[src/rtl/microwave_cook_timer.sv]
// rtl/microwave_cook_timer.sv - heating-side cook timer, heater enable and end-of-cook beeper
//
// Ports:
//   clk          system clock
//   sys_reset_n  asynchronous active-low reset
//   States       controller state vector {Start, Close, Heat, Error}
//   time_load    one-cycle strobe, captures time_in into the preset (IDLE only)
//   time_in      cook time in seconds
//   done         cook complete, held while the controller stays in Close+Heat
//   heater_on    heating element enable
//   busy         high while cooking or waiting for the done handshake
//   remaining    seconds left in the current cook
//   beep         end-of-cook beeper, BEEP_CYCLES clocks long
//
// Optional feature macro: MICROWAVE_RESUME_EN (an aborted cook keeps its
// remaining time and resumes from it on the next start).

module microwave_cook_timer #(
  parameter int TIME_W      = 8,
  parameter int TICK_DIV    = 100,
  parameter int BEEP_CYCLES = 50
) (
  input  logic              clk,
  input  logic              sys_reset_n,
  input  logic [3:0]        States,
  input  logic              time_load,
  input  logic [TIME_W-1:0] time_in,
  output logic              done,
  output logic              heater_on,
  output logic              busy,
  output logic [TIME_W-1:0] remaining,
  output logic              beep
);

  localparam int PS_W        = (TICK_DIV > 1) ? $clog2(TICK_DIV) : 1;
  localparam int BC_W        = (BEEP_CYCLES > 0) ? $clog2(BEEP_CYCLES + 1) : 1;
  localparam int BEEP_LOAD_I = (BEEP_CYCLES > 0) ? BEEP_CYCLES - 1 : 0;

  localparam logic [PS_W-1:0] PS_LAST   = PS_W'(TICK_DIV - 1);
  localparam logic [BC_W-1:0] BEEP_LOAD = BC_W'(BEEP_LOAD_I);
  localparam logic            BEEP_EN   = (BEEP_CYCLES > 0);

  // Controller encodings this block reacts to.
  localparam logic [3:0] ST_START = 4'b1110;  // Start+Close+Heat
  localparam logic [3:0] ST_HEAT  = 4'b0110;  // Close+Heat

  typedef enum logic [1:0] {
    IDLE = 2'd0,
    COOK = 2'd1,
    DONE = 2'd2
  } state_t;

  state_t            state, state_nxt;
  logic [TIME_W-1:0] preset, preset_nxt;
  logic [TIME_W-1:0] remaining_nxt;
  logic [PS_W-1:0]   prescaler, prescaler_nxt;
  logic [BC_W-1:0]   beep_cnt, beep_cnt_nxt;
  logic              done_nxt, heater_nxt, busy_nxt, beep_nxt;

  logic st_run;      // States keeps the cook going
  logic tick;        // prescaler is about to wrap: one second elapsed
  logic enter_done;  // cook finished on this edge
  logic unsafe;      // door open or error flagged

  assign st_run = (States == ST_START) || (States == ST_HEAT);
  assign tick   = (prescaler == PS_LAST);
  assign unsafe = States[0] || !States[2];

  always_ff @(posedge clk or negedge sys_reset_n) begin
    if (!sys_reset_n) begin
      state     <= IDLE;
      preset    <= '0;
      remaining <= '0;
      prescaler <= '0;
      beep_cnt  <= '0;
      done      <= 1'b0;
      heater_on <= 1'b0;
      busy      <= 1'b0;
      beep      <= 1'b0;
    end else begin
      state     <= state_nxt;
      preset    <= preset_nxt;
      remaining <= remaining_nxt;
      prescaler <= prescaler_nxt;
      beep_cnt  <= beep_cnt_nxt;
      done      <= done_nxt;
      heater_on <= heater_nxt;
      busy      <= busy_nxt;
      beep      <= beep_nxt;
    end
  end

  always_comb begin
    state_nxt     = state;
    preset_nxt    = preset;
    remaining_nxt = remaining;
    prescaler_nxt = prescaler;
    beep_cnt_nxt  = beep_cnt;
    done_nxt      = done;
    heater_nxt    = heater_on;
    busy_nxt      = busy;
    beep_nxt      = beep;
    enter_done    = 1'b0;

    // Beeper runs on its own so it keeps sounding after the FSM returns to IDLE.
    if (beep) begin
      if (beep_cnt == '0) begin
        beep_nxt = 1'b0;
      end else begin
        beep_cnt_nxt = beep_cnt - BC_W'(1);
      end
    end

    case (state)
      IDLE: begin
        // Start takes priority over a load on the same edge: the old preset is used.
        if (States == ST_START) begin
          state_nxt     = COOK;
          prescaler_nxt = '0;
          heater_nxt    = 1'b1;
          busy_nxt      = 1'b1;
`ifdef MICROWAVE_RESUME_EN
          remaining_nxt = (remaining != '0) ? remaining : preset;
`else
          remaining_nxt = preset;
`endif
        end else if (time_load) begin
          preset_nxt = time_in;
`ifdef MICROWAVE_RESUME_EN
          remaining_nxt = '0;
`endif
        end
      end

      COOK: begin
        // Abort is checked first so it wins over a coincident final tick.
        if (!st_run) begin
          state_nxt     = IDLE;
          heater_nxt    = 1'b0;
          busy_nxt      = 1'b0;
          prescaler_nxt = '0;
`ifndef MICROWAVE_RESUME_EN
          remaining_nxt = '0;
`endif
        end else if (remaining == '0) begin
          // Zero-length cook: finish on the first edge, no tick counted.
          enter_done = 1'b1;
        end else if (tick) begin
          prescaler_nxt = '0;
          remaining_nxt = remaining - TIME_W'(1);
          if (remaining == TIME_W'(1)) begin
            enter_done = 1'b1;
          end
        end else begin
          prescaler_nxt = prescaler + PS_W'(1);
        end
      end

      DONE: begin
        if (States != ST_HEAT) begin
          state_nxt = IDLE;
          done_nxt  = 1'b0;
          busy_nxt  = 1'b0;
        end
      end

      default: begin
        state_nxt  = IDLE;
        done_nxt   = 1'b0;
        heater_nxt = 1'b0;
        busy_nxt   = 1'b0;
      end
    endcase

    if (enter_done) begin
      state_nxt    = DONE;
      done_nxt     = 1'b1;
      heater_nxt   = 1'b0;
      beep_nxt     = BEEP_EN;
      beep_cnt_nxt = BEEP_LOAD;
    end

    // Heater interlock overrides everything else.
    if (unsafe) begin
      heater_nxt = 1'b0;
    end
  end

endmodule

[config.mk]
export PLATFORM = sky130hd
export DESIGN_NAME = microwave_cook_timer
export DESIGN_NICKNAME = d
export VERILOG_FILES = /design/src/rtl/microwave_cook_timer.sv
export SDC_FILE = /design/constraint.sdc
export NUM_CORES = 1
export LEC_CHECK = 0
export ABC_AREA = 0
export BUFFER_PORTS_ARGS = -buffer_cell sky130_fd_sc_hd__buf_2
export CELL_PAD_IN_SITES_DETAIL_PLACEMENT = 1
export CELL_PAD_IN_SITES_GLOBAL_PLACEMENT = 2
export CORE_MARGIN = 3
export CORE_UTILIZATION = 38
export CTS_CLUSTER_DIAMETER = 200
export DETAILED_ROUTE_END_ITERATION = 16
export GPL_TIMING_DRIVEN = 0
export PLACE_DENSITY = 0.92
export SYNTH_ARGS = -nofsm -noshare
export SYNTH_HDL_FRONTEND = slang
export SYNTH_SLANG_ARGS = --single-unit
[constraint.sdc]
create_clock -name clk -period 2.7 [get_ports clk]
set_input_delay 0.54 -clock clk [delete_from_list [all_inputs] [get_ports clk]]
set_output_delay 0.54 -clock clk [all_outputs]
set_load 0.03 [all_outputs]
==> summary.txt <==
PwrDens: 689 nW/um^2
Setup bufs post-CTS: 0
Worst min-delay path class: input port to async pin
Most numerous cell in the Yosys netlist: dfrtp_1
Syn Area/Cell: 9.98 um^2
Yosys cell types: 46
Diodes inserted: 0
Worst skew pair latency: 0.29 ns
Post-route ant nets: 0
Global-route wire length before repair: 7890 um
Max FO, Critical Path: 9
Root buf cell: clkbuf_8
Port bufs: 26
Initial antenna violation count: 0
Starting Density: 41.1%
Synth area leader: dfrtp_1
Number of global-route vias before repair: 1630
Synth area leaders: dfrtp_1, mux2_1, ha_1
Skew final: 0.00572 ns
FFs w/ async S/R, synth: 100%
DR vias: 1526
Area post-placement: 2080 um^2
Cells after Synth: 187
CTS Sinks: 35
Final hold violation count: 0
CP required: 2.87 ns
Leakage power: 0.000942 uW
Largest net degree at the start of global routing: 36
Worst Tran Pin Value: 0.789 ns
Synth-to-Final Area Change: 16.7%
Mapped cell area: 1870 um^2
Post-synth EDFFs: 0
Clock H-tree levels: 2
CP max stage cell: or4b_1
Fmax: 458 MHz
Worst R2R End: prescaler[3]$_DFFE_PN0P_
Slew HR: 47.4%
Drt total wl: 4540 um
Crit path cell chain: inv_1 > ha_1 > or4b_1 > nor4_2 > or2_1 > buf_6 > nand2b_1 > o31ai_1
Total track usage: 16.9%
Setup violations, final: 0
Status: completed
Clk slew on worst S/H paths: 0.07 ns
Die width: 76.1 um
Sum of negative setup slack: 0 ns
Hold Buf Count CTS: 0
Vias/cell: 5.34
Max VDD drop: 0.343 mV
Num rows: 24
Total congestion overflow: 0
Max-cap violations: 0
# DRC: 0
Setup crit start kind: flop
Clk buf depth: 2
WL/cell: 15.9 um
CP peak stage delay: 0.48 ns
Unrepaired setup endpoints after global routing: no
Final Util: 48.0%
Post-Syn Nets: 208
I/O Pins: 27
CTS tree: built
Total CTS buffers: 5
DRT iter0 DRCs: 80
Flops & latches, synth: 35
DRT Pass-1 Iters: 5
Worst Setup End Kind: flop
Placeable Area: 4530 um^2
Fraction of layout instances using a drive strength above 1: 20.8%
Tcrit/Tclk final: 80.9%
Cts repair resizes: 0
Post-route cell area: 2180 um^2
Synth Warn #: 0
Main synth FF type: dfrtp_1
Final HPWL DP: 3300 um
FF-to-FF setup slack: 0.52 ns
Die area: 5790 um^2
Sequential area share after synthesis: 46.9%
R2r startpoint: remaining[0]$_DFFE_PN0P_
R2R cell count: 8
Worst EP arrival: 2.35 ns
Die height: 76.1 um
Synth top cells by count: dfrtp_1, nor2_1, a21oi_1, nand2_1, o21ai_1
Minimum clock period: 2.18 ns
Post-synth top area share: 46.9%
CP Class: flop to flop
Global placer's final weighted congestion: 0.803
Pins Over Slew Limit: 0
Nets: 241
## stage by stage
stage	setup slack, ns	total power [uW]	instances	hold WS (ns)
6_report	0.517	1500	286	0.334
5_1_grt	0.397	1610	286	0.400
4_1_cts	0.523	1520	286	0.358
3_5_place_dp	0.460	1090	278	0.484
3_3_place_gp	0.501	1080	278	0.476
2_1_floorplan	0.675	961	187	0.244
## metal layers
layer | global-route usage, % | share of wire, % | vias to the layer above
met5 | 0 | 0 | -
met4 | 7.61 | 1.7 | 0
met3 | 3.07 | 4.2 | 8
met2 | 27.7 | 48 | 28
met1 | 21.7 | 46 | 749
li1 | - | - | 741
## report_power, final
part           switching (uW)  leakage (uW)  internal [uW]
registers                92.0      0.000431            614
clock network             186     0.0000515            233
logic                     235      0.000459            140
total                     512      0.000942            987
## critical path, delay by kind of cell (launching register included)
family	cells	cell delay, ns
buffers and inverters	2	0.27
AO/OA/AOI/OAI	1	0.07
adder cells (fa/ha/maj)	1	0.22
AND/OR/NAND/NOR	4	1.06
flip-flops	1	0.45
## worst max-delay path by stage
stage | to | slack, ns | start
after floorplan | prescaler[3]$_DFFE_PN0P_ | 0.68 | remaining[0]$_DFFE_PN0P_
after detailed placement | remaining[0]$_DFFE_PN0P_ | 0.46 | States[0]
after global routing | prescaler[3]$_DFFE_PN0P_ | 0.40 | remaining[0]$_DFFE_PN0P_
final | prescaler[3]$_DFFE_PN0P_ | 0.52 | remaining[0]$_DFFE_PN0P_
after CTS | prescaler[3]$_DFFE_PN0P_ | 0.52 | remaining[0]$_DFFE_PN0P_
after global placement | remaining[1]$_DFFE_PN0P_ | 0.50 | States[0]
## area by class of cell
class                   count  area, um^2
fillers                   530        2360
multi-input cells         137         918
flip-flops and latches     35         876
repair buffers             26         130
clock buffers               8         100
well taps                  65        81.3
plain buffers               9        48.8
inverters                   6        22.5
## state kept, by name (all words and copies together) (netlist names)
register   flops
busy           1
done           1
prescaler      7
beep_cnt       6
state          2
beep           1
heater_on      1
remaining      8
preset         8
## cell families (layout without fill, tap and decap cells)
kind of cell	Yosys count	in the layout	synth area share, %
mux	8	8	4.83
fa+ha+maj	6	6	4.02
flops	35	35	46.9
simple gates	72	72	21.1
xor+xnor	6	6	2.82
compound gates	45	45	16.4
buf+inv	15	49	3.82
## cells in the final DEF, fill, tap and decap left out, types with 2 or more instances in the layout
cell type / Yosys / routed
or3_1: 3 / 3
buf_2: 6 / 32
nand4_1: 3 / 3
nand2b_1: 4 / 4
xnor2_1: 4 / 4
a22oi_1: 2 / 2
a21oi_1: 11 / 11
a2111oi_0: 2 / 2
nor2_1: 20 / 20
nor3b_1: 2 / 2
nand2_1: 11 / 11
a2bb2oi_1: 2 / 2
ha_1: 6 / 6
mux2_1: 8 / 8
nand3_1: 4 / 4
o31ai_1: 6 / 6
o22ai_1: 2 / 2
or2_1: 4 / 4
nor3_2: 2 / 2
xor2_1: 2 / 2
inv_1: 6 / 6
o21ai_1: 10 / 10
clkbuf_1: 2 / 3
dfrtp_1: 35 / 35
or4b_1: 2 / 2
clkbuf_8: 0 / 7
nor4_1: 2 / 2
nor3_1: 7 / 7
No activity file was read; power rests on OpenSTA's default activity.
